File: src/rtl/mem_port_arbiter.sv
// Two-requester arbiter for the register-file memory's write port and read port 1.
// Requester A is the CPU MEM stage and requester B is the boot loader / debug port.
// A BOOT/RUN/FREEZE state machine gates which requesters are eligible.
// Round-robin picks between A and B when both are valid.
// A tag pipe routes each read response back to the requester that issued it.
module mem_port_arbiter #(
  parameter int unsigned ADDR_W = 11,
  parameter int unsigned DATA_W = 11,
  parameter int unsigned RD_LAT = 1
) (
  input  logic              clk,
  input  logic              resetn,
  input  logic              boot_done,
  input  logic              freeze,
  input  logic              a_valid,
  output logic              a_ready,
  input  logic              a_we,
  input  logic [ADDR_W-1:0] a_adrs,
  input  logic [DATA_W-1:0] a_wdata,
  output logic              a_rvalid,
  output logic [DATA_W-1:0] a_rdata,
  input  logic              b_valid,
  output logic              b_ready,
  input  logic              b_we,
  input  logic [ADDR_W-1:0] b_adrs,
  input  logic [DATA_W-1:0] b_wdata,
  output logic              b_rvalid,
  output logic [DATA_W-1:0] b_rdata,
  output logic              mem_w_en,
  output logic [ADDR_W-1:0] mem_w_adrs,
  output logic [DATA_W-1:0] mem_data_in,
  output logic              mem_r_en1,
  output logic [ADDR_W-1:0] mem_r_adrs1,
  input  logic [DATA_W-1:0] mem_data_out1,
  output logic [1:0]        state
);

  typedef enum logic [1:0] {
    StBoot   = 2'd0,
    StRun    = 2'd1,
    StFreeze = 2'd2
  } state_e;

  state_e state_q, state_d;
  // 1 = B was granted last, 0 = A was granted last
  logic last_grant_q, last_grant_d;
  // Tag pipe: per-stage valid and requester id (1 = B)
  logic [RD_LAT-1:0] tag_vld_q, tag_vld_d;
  logic [RD_LAT-1:0] tag_id_q, tag_id_d;

  logic              gnt_a, gnt_b;
  logic              xfer, xfer_we;
  logic [ADDR_W-1:0] xfer_adrs;
  logic [DATA_W-1:0] xfer_wdata;

  // Grant selection from the current state, valids and round-robin pointer
  always_comb begin
    gnt_a = 1'b0;
    gnt_b = 1'b0;
    case (state_q)
      StBoot: gnt_b = b_valid;
      StRun: begin
        if (a_valid && b_valid) begin
          gnt_a = last_grant_q;
          gnt_b = !last_grant_q;
        end else begin
          gnt_a = a_valid;
          gnt_b = b_valid;
        end
      end
      default: ;
    endcase
  end

  assign a_ready    = gnt_a;
  assign b_ready    = gnt_b;
  assign xfer       = gnt_a || gnt_b;
  assign xfer_we    = gnt_b ? b_we    : a_we;
  assign xfer_adrs  = gnt_b ? b_adrs  : a_adrs;
  assign xfer_wdata = gnt_b ? b_wdata : a_wdata;

  // Memory port drive; address/data are zeroed when the matching enable is low
  always_comb begin
    mem_w_en    = xfer && xfer_we;
    mem_r_en1   = xfer && !xfer_we;
    mem_w_adrs  = mem_w_en  ? xfer_adrs  : '0;
    mem_data_in = mem_w_en  ? xfer_wdata : '0;
    mem_r_adrs1 = mem_r_en1 ? xfer_adrs  : '0;
  end

  // Next state, round-robin pointer and tag pipe advance
  always_comb begin
    state_d = state_q;
    case (state_q)
      StBoot:   state_d = boot_done ? StRun : StBoot;
      StRun:    state_d = freeze ? StFreeze : StRun;
      StFreeze: state_d = freeze ? StFreeze : StRun;
      default:  state_d = StBoot;
    endcase

    last_grant_d = xfer ? gnt_b : last_grant_q;

    tag_vld_d    = '0;
    tag_id_d     = '0;
    tag_vld_d[0] = mem_r_en1;
    tag_id_d[0]  = gnt_b;
    for (int unsigned i = 1; i < RD_LAT; i++) begin
      tag_vld_d[i] = tag_vld_q[i-1];
      tag_id_d[i]  = tag_id_q[i-1];
    end
  end

  // State registers; reset leaves B as last grant so A wins the first RUN tie
  always_ff @(posedge clk or negedge resetn) begin
    if (!resetn) begin
      state_q      <= StBoot;
      last_grant_q <= 1'b1;
      tag_vld_q    <= '0;
      tag_id_q     <= '0;
    end else begin
      state_q      <= state_d;
      last_grant_q <= last_grant_d;
      tag_vld_q    <= tag_vld_d;
      tag_id_q     <= tag_id_d;
    end
  end

  // Response routing from the last tag stage
  always_comb begin
    a_rvalid = tag_vld_q[RD_LAT-1] && !tag_id_q[RD_LAT-1];
    b_rvalid = tag_vld_q[RD_LAT-1] &&  tag_id_q[RD_LAT-1];
    a_rdata  = a_rvalid ? mem_data_out1 : '0;
    b_rdata  = b_rvalid ? mem_data_out1 : '0;
  end

  assign state = state_q;

endmodule

File: config.mk
export PLATFORM = sky130hd
export DESIGN_NAME = mem_port_arbiter
export DESIGN_NICKNAME = d
export VERILOG_FILES = /design/src/rtl/mem_port_arbiter.sv
export SDC_FILE = /design/constraint.sdc
export NUM_CORES = 1
export LEC_CHECK = 0
export ABC_AREA = 1
export BUFFER_PORTS_ARGS = -buffer_cell sky130_fd_sc_hd__buf_2
export CAP_MARGIN = 20
export CORE_AREA = 2 2 60 62
export DETAILED_ROUTE_END_ITERATION = 10
export DIE_AREA = 0 0 62 64
export PLACE_DENSITY_LB_ADDON = 0.08
export SYNTH_ARGS = -nofsm -noshare
export SYNTH_HDL_FRONTEND = slang
export SYNTH_SLANG_ARGS = --single-unit
File: constraint.sdc
create_clock -name clk -period 1.6 [get_ports clk]
set_input_delay 0 -clock clk [delete_from_list [all_inputs] [get_ports clk]]
set_output_delay 0 -clock clk [all_outputs]
set_load 0.05 [all_outputs]
== After elaboration in Yosys (flattened, before gate mapping) ==
Cells that the tools add are included.
Storage, ports and cells
  bits in registers: 5
  logic and storage cells: 32
  output and inout port bits: 63
  bits of input ports: 63
Operators by class
  mux-type cells: 15
  reduce and logical (&&, ||, !) cells: 11
  eq/ne operators: 2
Operator list (count)
  11-bit 2-to-1 mux: 7
  1-bit logical AND: 5
  1-bit 2-to-1 mux: 5
  2-bit case mux with 2 select lines: 1
  1-bit logical NOT: 3
  2-bit by 1-bit equality test with 1-bit output (second input constant): 1
  2-bit equality test (second input constant): 1
  2-bit logical NOT: 1
  2-bit 2-to-1 mux: 1
  1-bit case mux with 2 select lines: 1
  2-bit OR reduction: 1
  1-bit logical OR: 1

== Logic depth before layout (Yosys ltp) ==
Gate-level depths: netlist of the first run.
  word-level depth: 7
  mapped depth: 11

== Worst setup path after synthesis of the first run ==
No wires, ideal clock.
  path kind: register -> output
  start: register state_q[0] (netlist: state[0])
  end: output port mem_r_adrs1[1]
  stages on the path, launching flop included: 9
  buffers on the path: 1
  path slack: -0.953 ns
  arrival time: 2.553 ns
  data required time: 1.600 ns
  cell sequence: dfrtp_1 > ha_1 > nand2_1 > a21oi_2 > inv_1 > nand2_2 > nand3_2 > buf_6 > nor2_1
Between the ends
  elaborated cells between the ends (all ways): 10
RTL lines
  from (decl): RTL line 44  | state_e state_q, state_d;
  from (signal assigned): RTL line 116  | state_q <= StBoot;
  from (signal assigned): RTL line 121  | state_q <= state_d;
  2-bit by 1-bit equality test with 1-bit output: RTL line 60  | case (state_q)
  1-bit 2-to-1 mux: RTL line 60
  named net a_ready: RTL line 16  | output logic a_ready,
  1-bit logical OR: RTL line 77  | assign xfer = gnt_a || gnt_b;
  1-bit logical AND: RTL line 85  | mem_r_en1 = xfer && !xfer_we;
  11-bit 2-to-1 mux: RTL line 88  | mem_r_adrs1 = mem_r_en1 ? xfer_adrs : '0;
  to (decl): RTL line 33  | output logic [ADDR_W-1:0] mem_r_adrs1,
The timed path passes the listed nets, and every way through them passes these cells.

== Final worst setup path of the first run ==
  start: register state_q[1] (netlist: state[1])
  end: output port mem_w_adrs[7]
Between the ends
  longest elaborated chain between the ends: 5
  elaborated cells between the ends (all ways): 9
Ends and longest elaborated chain
  2-bit by 1-bit equality test with 1-bit output / 2-bit logical NOT (equally long branches): RTL line 60
  1-bit case mux with 2 select lines / 1-bit 2-to-1 mux (equally long branches): RTL line 60
  1-bit 2-to-1 mux / 1-bit logical OR (equally long branches): RTL line 78, 77
  1-bit logical AND: RTL line 84  | mem_w_en = xfer && xfer_we;
  11-bit 2-to-1 mux (*): RTL line 86  | mem_w_adrs = mem_w_en ? xfer_adrs : '0;
  to (decl): RTL line 30  | output logic [ADDR_W-1:0] mem_w_adrs,
Mark *: on every way between the ends. The rest lies on a longest branch, timed or not.

==> run_results.csv, run 1 <==
group,metric,value,unit
logic_synthesis,synth_cell_type_count,19,
final_layout,final_common_cell,"buf_2",
final_layout,instances_no_fill,377,
cts,clkTransAtPathRegs,0.04,ns
cts,cts_buffers,3,
placed_design,dp_cells,369,
detailed_routing,drc,0,
power,leakagePower,0.00141,uW
floorplan,dieArea,3970,sq um
timing,slew_headroom,0.673,
timing,tightest_slew,0.490,ns
timing,timing.hold.ws,0.0250,ns
timing,fin_crit,1.84,ns
cts,cts_tree,"built",
power,p_switching,3150,uW
floorplan,die-height,64,um
final_layout,fin_util,0.763,
setup_path,path_class,"reg -> out",
detailed_routing,post_drt_via_cell_ratio,4.33,
cts,clock-root-buffer,"clkbuf_4",
global_route,overflow,0,
detailed_routing,routed_wl,4240,um
power,power_frac_clock,0.028,
global_route,antenna_found_initial,0,
timing,fin_skew,0.00149,ns
setup_path,crit_fanout,8,
logic_synthesis,syn_inst,197,
timing,final.setup.worst_slack,-0.236,ns
power,combPwrFrac,0.925,
setup_path,max_stage_delay,0.41,ns
power,seqPwrFrac,0.047,
power,internal_power,2000,uW
final_layout,area_growth,142,%
floorplan,core,3280,sq um
detailed_routing,wl_per_cell,11.2,um
floorplan,rows,21,
power,switching_share,0.612,
power,ir_drop,0.00117,V
status,violations,"negative setup slack",
cts,cts_buffer_depth,2,
placed_design,place_ws,-0.130,ns
detailed_routing,first_iter_violations,55,
setup_path,rrSetupSlack,0.13,ns
logic_synthesis,ys_seq_area_frac,0.122,
detailed_routing,ant_nets,0,
floorplan,io_pins,126,
power,power_density,2050,nW/um^2
cts,clk_latency,0.24,ns
timing,finalSetupViolCount,36,
logic_synthesis,netlist_area,1040,sq um
global_route,grt_max_degree,19,
logic_synthesis,ys_ff_latch,5,
setup_path,worst_ep_arrival_time,1.84,ns
timing,slew_violations,0,
global_route,grt_pass1_wl,6600,um
setup_path,worstPathCellList,"inv_4, ha_4, nand2_2, nand2_2, nand2_4, nand2_4, nand3_4, buf_12, nor2_4, buf_8",
detailed_routing,firstDrtPassIters,4,
logic_synthesis,yosys_warnings,0,
cts,h-tree-depth,1,
floorplan,start_util,0.316,
final_layout,drive_gt1_frac,0.647,
detailed_routing,vias,1633,
setup_path,worst_path_max_delay_cell,"dfrtp_2",
cts,cts_sinks,5,
floorplan,die_w,62,um
placed_design,portBuffers,125,
final_layout,nets,398,
worst_hold_path,hold_class,"in -> reg",
logic_synthesis,synth.net_count,263,
global_route,grt_pass1_vias,1608,
logic_synthesis,avgSynthCellArea,5.27,sq um
setup_path,startpoint_type,"flop",
timing,period_share,1.15,
global_route,track_usage,0.213,
timing,rsz0062_at_grt,"yes",
final_layout,num_antenna_cells,0,
status,run_status,"finished, violations left",
timing,max_freq,545,MHz
final_layout,final_cell_mix,"buf_2, inv_1, nand2_1",
setup_path,cp_data_required_time,1.60,ns
setup_path,end_kind,"output port",
job,maxCapViolations,0,
power,total_power,5150,uW
placed_design,hpwl,2970,um
placed_design,finalWeightedCongestion,0.756,
timing,hold_violations,0,
==> synthesized netlist by cell type, drive strengths merged <==
master,n,share of area
nor2,56,0.25
ha,3,0.036
inv,48,0.17
dfstp,1,0.025
buf,8,0.075
nand2,45,0.17
nand3,15,0.089
dfrtp,4,0.097
clkbuf,3,0.012
o21ai,12,0.058
a21oi,2,0.013
==> what timing repair did <==
action | in CTS | in global routing
buffers inserted | 0 | 1
hold endpoints to repair | 6 | 0
gates resized for setup | 95 | 17
hold buffers | 2 | 0
endpoints found under the setup margin | 36 | 37
cloned | 1 | 0
pin swaps | 6 | 5
==> state kept, by name, indices dropped and copies added, names as in the netlist <==
name,count
state,2
tag_vld_q,1
tag_id_q,1
last_grant_q,1
==> worst paths after layout <==
kind | from | to | cells past startpoint
max | state[1] | mem_w_adrs[7] | 10
max reg2reg | state[1] | tag_vld_q | 9
min reg2reg | last_grant_q | last_grant_q | 2
min in group asynchronous | resetn | tag_id_q | 2
max in group asynchronous | resetn | last_grant_q | 2
min | boot_done | state[0] | 3
==> area by class of cell <==
type                       instances  area (sq um)
clock buffer                       4          26.3
tap                               46          57.6
inverter                          48           194
sequential                         5           129
timing repair buffer             141          1130
fill                             251           778
multi-input combinational        133           965
==> worst max-delay path, delay by kind of cell (launching register included) <==
family        cells  cell delay [ns]
fa+ha+maj         1             0.13
buf+inv           3             0.42
flops             1             0.41
simple gates      6             0.61
==> power by group through the flow <==
| stage | clock network, uW | logic [uW] | registers (uW) |
|---|---|---|---|
| after floorplan | 0 | 3060 | 325 |
| after global placement | 0 | 3900 | 241 |
| after detailed placement | 0 | 3910 | 244 |
| after CTS | 148 | 4600 | 242 |
| after global routing | 161 | 5040 | 253 |
| final | 143 | 4760 | 244 |
==> layer usage <==
metal | GRT usage | part of all wire | vias up
li1 | - | - | 831
met3 | 0.0425 | 0.065 | 2
met1 | 0.216 | 0.36 | 736
met2 | 0.431 | 0.57 | 64
met4 | 0.0239 | 0.0024 | 0
met5 | 0 | 0 | -
==> stage by stage <==
| step | TNS (ns) | instance area [sq um] |
|---|---|---|
| 2_1_floorplan | -12.04 | 1330 |
| 3_3_place_gp | -1.82 | 2040 |
| 3_5_place_dp | -2.39 | 2040 |
| 4_1_cts | -7.27 | 2430 |
| 5_1_grt | -10.53 | 2510 |
| 6_report | -6.87 | 2510 |
==> logic make-up (layout without fill, tap and decap cells) <==
kind of cell | count (synthesis) | after routing | share of synthesized area
DFF | 5 | 5 | 0.122
and+or+nand+nor | 116 | 116 | 0.510
buffers and inverters | 59 | 193 | 0.261
AOI/OAI and AO/OA | 14 | 14 | 0.0712
adders and majority gates | 3 | 3 | 0.0362
Note: power is estimated with default switching activity, not from simulation.
==> run 2: changes to the inputs <==
--- a/config.mk
+++ b/config.mk
@@ -6,11 +6,12 @@
 export NUM_CORES = 1
 export LEC_CHECK = 0
 export ABC_AREA = 1
-export BUFFER_PORTS_ARGS = -buffer_cell sky130_fd_sc_hd__buf_2
 export CAP_MARGIN = 20
-export CORE_AREA = 2 2 60 62
+export CORE_AREA = 2 2 49 51
+export CTS_CLUSTER_SIZE = 8
 export DETAILED_ROUTE_END_ITERATION = 10
-export DIE_AREA = 0 0 62 64
+export DIE_AREA = 0 0 51 53
+export DONT_BUFFER_PORTS = 1
 export PLACE_DENSITY_LB_ADDON = 0.08
 export SYNTH_ARGS = -nofsm -noshare
 export SYNTH_HDL_FRONTEND = slang
==> run 2 against run 1 <==
  * Synthesized cell count is the same
  * The flow now stops in 3_5_place_dp
  * Synthesized area is the same
==> run_results.csv, run 2 <==
group,metric,value,unit
floorplan,die_w,51,um
logic_synthesis,synth.net_count,263,
floorplan,start_util,0.483,
logic_synthesis,synthFlopType,"dfrtp_1",
logic_synthesis,avgSynthCellArea,5.27,sq um
logic_synthesis,yosys_warnings,0,
floorplan,io_pins,126,
logic_synthesis,synth_area_leaders,"inv_1, nand2_1, nor2_1",
status,run_status,"stopped before the end",
floorplan,die-height,53,um
logic_synthesis,ys_ff_latch,5,
placed_design,portBuffers,0,
logic_synthesis,synth_top_area_frac,0.174,
placed_design,finalWeightedCongestion,0.766,
logic_synthesis,synth_cell_type_count,19,
logic_synthesis,yosysMostFrequentCell,"inv_1",
logic_synthesis,synth_edf_count,0,
logic_synthesis,async_flop_share,1.00,
logic_synthesis,yosys.area.top_type,"inv_1",
logic_synthesis,syn_inst,197,
status,haltStage,"3_5_place_dp",
status,error_line,"[ERROR DPL-0038] Utilization greater than 100%, impossible to legalize",
logic_synthesis,ys_top_cells_by_count,"inv_1, nand2_1, nor2_1",
floorplan,rows,17,
logic_synthesis,netlist_area,1040,sq um
logic_synthesis,ys_seq_area_frac,0.122,
run 2: cell counts after synthesis:
No cell type changed its count.
run 2: through the flow:
stage,hold slack (ns),std cells
2_1_floorplan,-0.296,197
3_3_place_gp,-0.295,285
run 2: cell families after synthesis:
logic type               Yosys count  synth area share
buffers and inverters             59             0.261
flip-flops                         5             0.122
adder cells (fa/ha/maj)            3            0.0362
AO/OA/AOI/OAI                     14            0.0712
AND/OR/NAND/NOR                  116             0.510
==> run 3: changes to the inputs <==
--- a/config.mk
+++ b/config.mk
@@ -7,12 +7,11 @@
 export LEC_CHECK = 0
 export ABC_AREA = 1
 export CAP_MARGIN = 20
-export CORE_AREA = 2 2 49 51
-export CTS_CLUSTER_SIZE = 8
+export CORE_AREA = 2 2 63 65
 export DETAILED_ROUTE_END_ITERATION = 10
-export DIE_AREA = 0 0 51 53
+export DIE_AREA = 0 0 65 67
 export DONT_BUFFER_PORTS = 1
-export PLACE_DENSITY_LB_ADDON = 0.08
+export PLACE_DENSITY_LB_ADDON = 0.15
 export SYNTH_ARGS = -nofsm -noshare
 export SYNTH_HDL_FRONTEND = slang
 export SYNTH_SLANG_ARGS = --single-unit
==> run 3 against run 2 <==
  * The flow now finishes, with violations (negative setup slack)
==> run_results.csv, run 3 (synthesized netlist as in run 1, its figures left out) <==
group,metric,value,unit
power,power_density,2240,nW/um^2
final_layout,num_antenna_cells,0,
timing,final.setup.worst_slack,-0.191,ns
timing,period_share,1.12,
timing,fin_skew,0.00287,ns
final_layout,instances_no_fill,323,
setup_path,path_class,"reg -> out",
timing,rsz0062_at_grt,"yes",
timing,tightest_slew,0.470,ns
global_route,antenna_found_initial,0,
detailed_routing,firstDrtPassIters,4,
placed_design,finalWeightedCongestion,0.772,
final_layout,area_growth,161,%
global_route,track_usage,0.192,
job,maxCapViolations,0,
detailed_routing,drc,0,
cts,cts_sinks,5,
setup_path,startpoint_type,"flop",
setup_path,end_kind,"output port",
placed_design,hpwl,3360,um
floorplan,start_util,0.288,
timing,hold_violations,0,
final_layout,final_cell_mix,"inv_1, buf_12, nor2_4",
cts,cts_buffer_depth,2,
setup_path,reg2regPathDepth,10,
cts,h-tree-depth,1,
power,seqPwrFrac,0.041,
power,ir_drop,0.00137,V
status,violations,"negative setup slack",
global_route,overflow,0,
detailed_routing,vias,1461,
detailed_routing,wl_per_cell,13.8,um
timing,slew_violations,0,
power,leakagePower,0.00128,uW
power,power_frac_clock,0.038,
placed_design,portBuffers,0,
detailed_routing,routed_wl,4470,um
floorplan,die_w,65,um
floorplan,die-height,67,um
worst_hold_path,hold_class,"in -> async",
floorplan,io_pins,126,
power,total_power,6060,uW
placed_design,place_ws,-0.112,ns
floorplan,dieArea,4360,sq um
cts,clk_latency,0.22,ns
global_route,grt_pass1_wl,6560,um
final_layout,nets,342,
setup_path,crit_start,"state[1]",
status,run_status,"finished, violations left",
detailed_routing,ant_nets,0,
final_layout,final_common_cell,"inv_1",
power,switching_share,0.561,
placed_design,dp_cells,312,
timing,timing.hold.ws,0.0682,ns
detailed_routing,first_iter_violations,12,
cts,clock-root-buffer,"clkbuf_8",
final_layout,largest_reg_flops,2,
power,p_switching,3400,uW
timing,finalSetupViolCount,36,
timing,fin_crit,1.79,ns
power,internal_power,2660,uW
timing,slew_headroom,0.687,
setup_path,crit_fanout,8,
power,combPwrFrac,0.921,
timing,max_freq,558,MHz
final_layout,drive_gt1_frac,0.600,
cts,cts_tree,"built",
setup_path,r2r-start,"state[1]",
floorplan,rows,22,
global_route,grt_pass1_vias,1482,
cts,clkTransAtPathRegs,0.04,ns
cts,cts_buffers,3,
global_route,grt_max_degree,16,
setup_path,worst_ep_arrival_time,1.79,ns
floorplan,core,3610,sq um
timing,setup_tns,-5.36,ns
detailed_routing,post_drt_via_cell_ratio,4.52,
setup_path,cp_data_required_time,1.60,ns
## run 3: per-stage QoR
stage | area (sq um) | util
global route | 2710 | 0.751
floorplan | 1330 | -
detailed placement | 2310 | 0.642
global placement | 2310 | 0.642
finish | 2710 | 0.751
CTS | 2560 | 0.709
## run 3: final cells by class
type,instances,area (sq um)
Clock buffer,4,45.0
Fill cell,249,897
Inverter,48,194
Multi-Input combinational cell,133,1090
Sequential cell,5,129
Tap cell,48,60.1
Timing Repair Buffer,85,1190
## run 3: path summary, 6_finish.rpt
check / endpoint / slack, ns
setup reg to reg: tag_vld_q / 0.01
setup / recovery: mem_w_adrs[3] / -0.19
hold / removal: tag_vld_q / 0.07
min in group clk: a_rdata[4] / 0.25
max in group asynchronous: last_grant_q / 1.28
hold reg to reg: last_grant_q / 0.62
## run 3: routing by layer
| metal | GRT usage | wire (um) | share of wire |
|---|---|---|---|
| met1 | 0.182 | 1480 | 0.33 |
| met3 | 0.0355 | 288 | 0.064 |
| met2 | 0.399 | 2680 | 0.60 |
| met5 | 0 | 0 | 0 |
| met4 | 0.0691 | 18 | 0.0040 |
## run 3: what timing repair did
| action | CTS | global route |
|---|---|---|
| hold buffers | 3 | 0 |
| setup buffers | 1 | 2 |
| hold endpoints to repair | 7 | 0 |
| pin swaps | 11 | 14 |
| endpoints found under the setup margin | 36 | 36 |
| gates resized for setup | 36 | 23 |
| gates cloned | 0 | 1 |
## run 3: power by group through the flow
stage	clock [uW]	combinational (uW)	sequential (uW)
floorplan	0	3060	325
global placement	0	4810	238
detailed placement	0	4900	243
CTS	233	5220	242
global route	251	5840	258
finish	231	5580	251
## run 3: critical path, stage by stage (launching register included)
cell and delay (ns):
dfrtp_2 0.41, inv_4 0.08, ha_4 0.13, nand2_2 0.06
a21oi_4 0.14, inv_2 0.08, nand2_8 0.07, nand3_4 0.13
buf_12 0.19, nor2_4 0.13, buf_12 0.14
==> run 4: changes to the inputs <==
--- a/config.mk
+++ b/config.mk
@@ -5,7 +5,6 @@
 export SDC_FILE = /design/constraint.sdc
 export NUM_CORES = 1
 export LEC_CHECK = 0
-export ABC_AREA = 1
 export CAP_MARGIN = 20
 export CORE_AREA = 2 2 63 65
 export DETAILED_ROUTE_END_ITERATION = 10
==> run 4 against run 3 <==
  * The run still ends with negative setup slack left
  * Worst hold slack better by 0.019 ns
  * Sequential cell count unchanged
  * Clock power up 5%
  * Non-clock buffer count down 14
  * Largest cell class is now multi-input gates
  * Highest routed layer unchanged
==> run_results.csv, run 4 <==
group,metric,value,unit
status,run_status,"finished, violations left",
status,violations,"negative setup slack",
floorplan,die_w,65,um
setup_path,crit_start,"state[0]",
power,total_power,4760,uW
final_layout,num_antenna_cells,0,
final_layout,multi_input_area,1470,sq um
logic_synthesis,yosysMostFrequentCell,"mux2i_1",
setup_path,r2r-start,"state[0]",
detailed_routing,wl_per_cell,21.6,um
power,ir_drop,0.00104,V
logic_synthesis,netlist_area,1310,sq um
cts,cts_sinks,5,
job,maxCapViolations,0,
floorplan,rows,22,
final_layout,final_cell_mix,"buf_12, mux2i_4, nand2_1",
timing,fin_skew,0.00107,ns
logic_synthesis,synth.net_count,238,
cts,cts_buffers,3,
timing,slew_headroom,0.651,
cts,clock-root-buffer,"clkbuf_8",
placed_design,place_ws,-0.152,ns
detailed_routing,vias,1581,
placed_design,finalWeightedCongestion,0.722,
global_route,grt_pass1_wl,8290,um
final_layout,nets,292,
global_route,track_usage,0.245,
timing,hold_violations,0,
setup_path,end_kind,"output port",
floorplan,io_pins,126,
logic_synthesis,synth_cell_type_count,25,
timing,fin_crit,1.90,ns
logic_synthesis,synth_area_leaders,"mux2i_1, nand4_1, dfrtp_1",
logic_synthesis,synth_top_area_frac,0.260,
setup_path,path_class,"reg -> out",
global_route,antenna_found_initial,0,
placed_design,hpwl,3900,um
logic_synthesis,syn_inst,172,
timing,final.setup.worst_slack,-0.300,ns
setup_path,startpoint_type,"flop",
logic_synthesis,async_flop_share,1.00,
logic_synthesis,ys_seq_area_frac,0.0967,
detailed_routing,firstDrtPassIters,4,
timing,tightest_slew,0.525,ns
detailed_routing,first_iter_violations,83,
logic_synthesis,ys_ff_latch,5,
global_route,grt_pass1_vias,1617,
cts,clk_latency,0.23,ns
setup_path,cp_data_required_time,1.60,ns
logic_synthesis,avgSynthCellArea,7.60,sq um
detailed_routing,drc,0,
final_layout,drive_gt1_frac,0.520,
final_layout,final_common_cell,"buf_12",
logic_synthesis,synth_edf_count,0,
global_route,overflow,0,
setup_path,crit_fanout,5,
cts,cts_buffer_depth,2,
logic_synthesis,ys_top_cells_by_count,"mux2i_1, nand2_1, nand4_1",
floorplan,core,3610,sq um
detailed_routing,drt-met1-wl,1980,um
power,leakagePower,0.00114,uW
final_layout,seq_area,129,sq um
power,power_density,1580,nW/um^2
logic_synthesis,synthFlopType,"dfrtp_1",
timing,max_freq,526,MHz
final_layout,area_growth,130,%
global_route,grt_max_degree,38,
cts,h-tree-depth,1,
detailed_routing,routed_wl,5890,um
timing,period_share,1.19,
logic_synthesis,yosys.area.top_type,"mux2i_1",
timing,timing.hold.ws,0.0868,ns
setup_path,worst_ep_arrival_time,1.90,ns
final_layout,fill_cells,192,
timing,rsz0062_at_grt,"yes",
detailed_routing,ant_nets,0,
logic_synthesis,yosys_warnings,0,
floorplan,dieArea,4360,sq um
placed_design,portBuffers,0,
detailed_routing,post_drt_via_cell_ratio,5.79,
cts,cts_tree,"built",
detailed_routing,wl_met2,3350,um
timing,slew_violations,0,
timing,finalSetupViolCount,37,
worst_hold_path,hold_class,"in -> async",
detailed_routing,routed.top_layer,"met4",
floorplan,start_util,0.363,
floorplan,die-height,67,um
detailed_routing,met3WireLength,547,um
final_layout,largest_reg_flops,2,
cts,clkTransAtPathRegs,0.04,ns
-- run 4: changes by cell type in the layout (fill, tap and decap cells not counted), sizes merged, moves of 15 or more --
cell,previous run,this run
buf,81,65
and2,0,15
nand2,45,23
mux2i,0,34
nor2,56,0
nand4,0,22
inv,45,4
-- run 4: cell families (layout without fill, tap and decap cells) --
kind of cell | after synthesis | after routing | synth area share
muxes | 34 | 34 | 0.260
adders and majority gates | 3 | 3 | 0.0287
DFF | 5 | 5 | 0.0967
and+or+nand+nor | 98 | 98 | 0.446
buffers and inverters | 26 | 79 | 0.136
AOI/OAI and AO/OA | 6 | 6 | 0.0325
-- run 4: metal layers --
| layer | up-vias | global-route usage |
|---|---|---|
| li1 | 725 | - |
| met1 | 771 | 0.263 |
| met2 | 83 | 0.477 |
| met3 | 2 | 0.0659 |
| met4 | 0 | 0.0479 |
| met5 | - | 0 |
-- run 4: what timing repair did --
item,in CTS,in global routing
hold endpoints to repair,7,0
hold buffers,3,0
setup buffers,3,1
resized for setup,15,15
gates cloned,2,4
setup endpoints to repair,48,38
pin swaps,1,1
-- run 4: path summary, 6_finish.rpt --
path / slack [ns] / depth (start not counted) / to
max: -0.30 / 7 / mem_r_adrs1[2]
min: 0.09 / 1 / tag_id_q
max reg2reg: -0.19 / 8 / tag_vld_q
min reg2reg: 0.54 / 2 / last_grant_q
max in group asynchronous: 1.24 / 1 / last_grant_q
min in group clk: 0.13 / 3 / tag_vld_q
-- run 4: critical path, cell delays in order, from the launching register on --
cell	delay (ns)
dfrtp_2	0.42
ha_4	0.17
a21boi_4	0.14
o21ai_4	0.16
buf_6	0.18
clkbuf_16	0.18
mux2i_4	0.26
buf_12	0.16
-- run 4: stage by stage --
| stage | setup TNS [ns] | cell area (sq um) | util | cells |
|---|---|---|---|---|
| global route | -11.47 | 3010 | 0.835 | 273 |
| floorplan | -11.11 | 1630 | - | 172 |
| global placement | -1.19 | 2590 | 0.719 | 256 |
| finish | -9.73 | 3010 | 0.835 | 273 |
| detailed placement | -2.82 | 2590 | 0.719 | 256 |
| CTS | -9.67 | 2840 | 0.786 | 268 |
-- run 4: cell type report --
cell class | count | area share
Clock buffer | 4 | 0.0150
Inverter | 4 | 0.00748
Multi-Input combinational cell | 141 | 0.489
Sequential cell | 5 | 0.0428
Tap cell | 48 | 0.0199
Timing Repair Buffer | 71 | 0.425
-- run 4: report_power, final --
group / leakage, uW / internal [uW] / switching [uW]
clock network: 0.0000228 / 172 / 70.5
logic: 0.00105 / 2030 / 2210
registers: 0.0000592 / 191 / 87.6
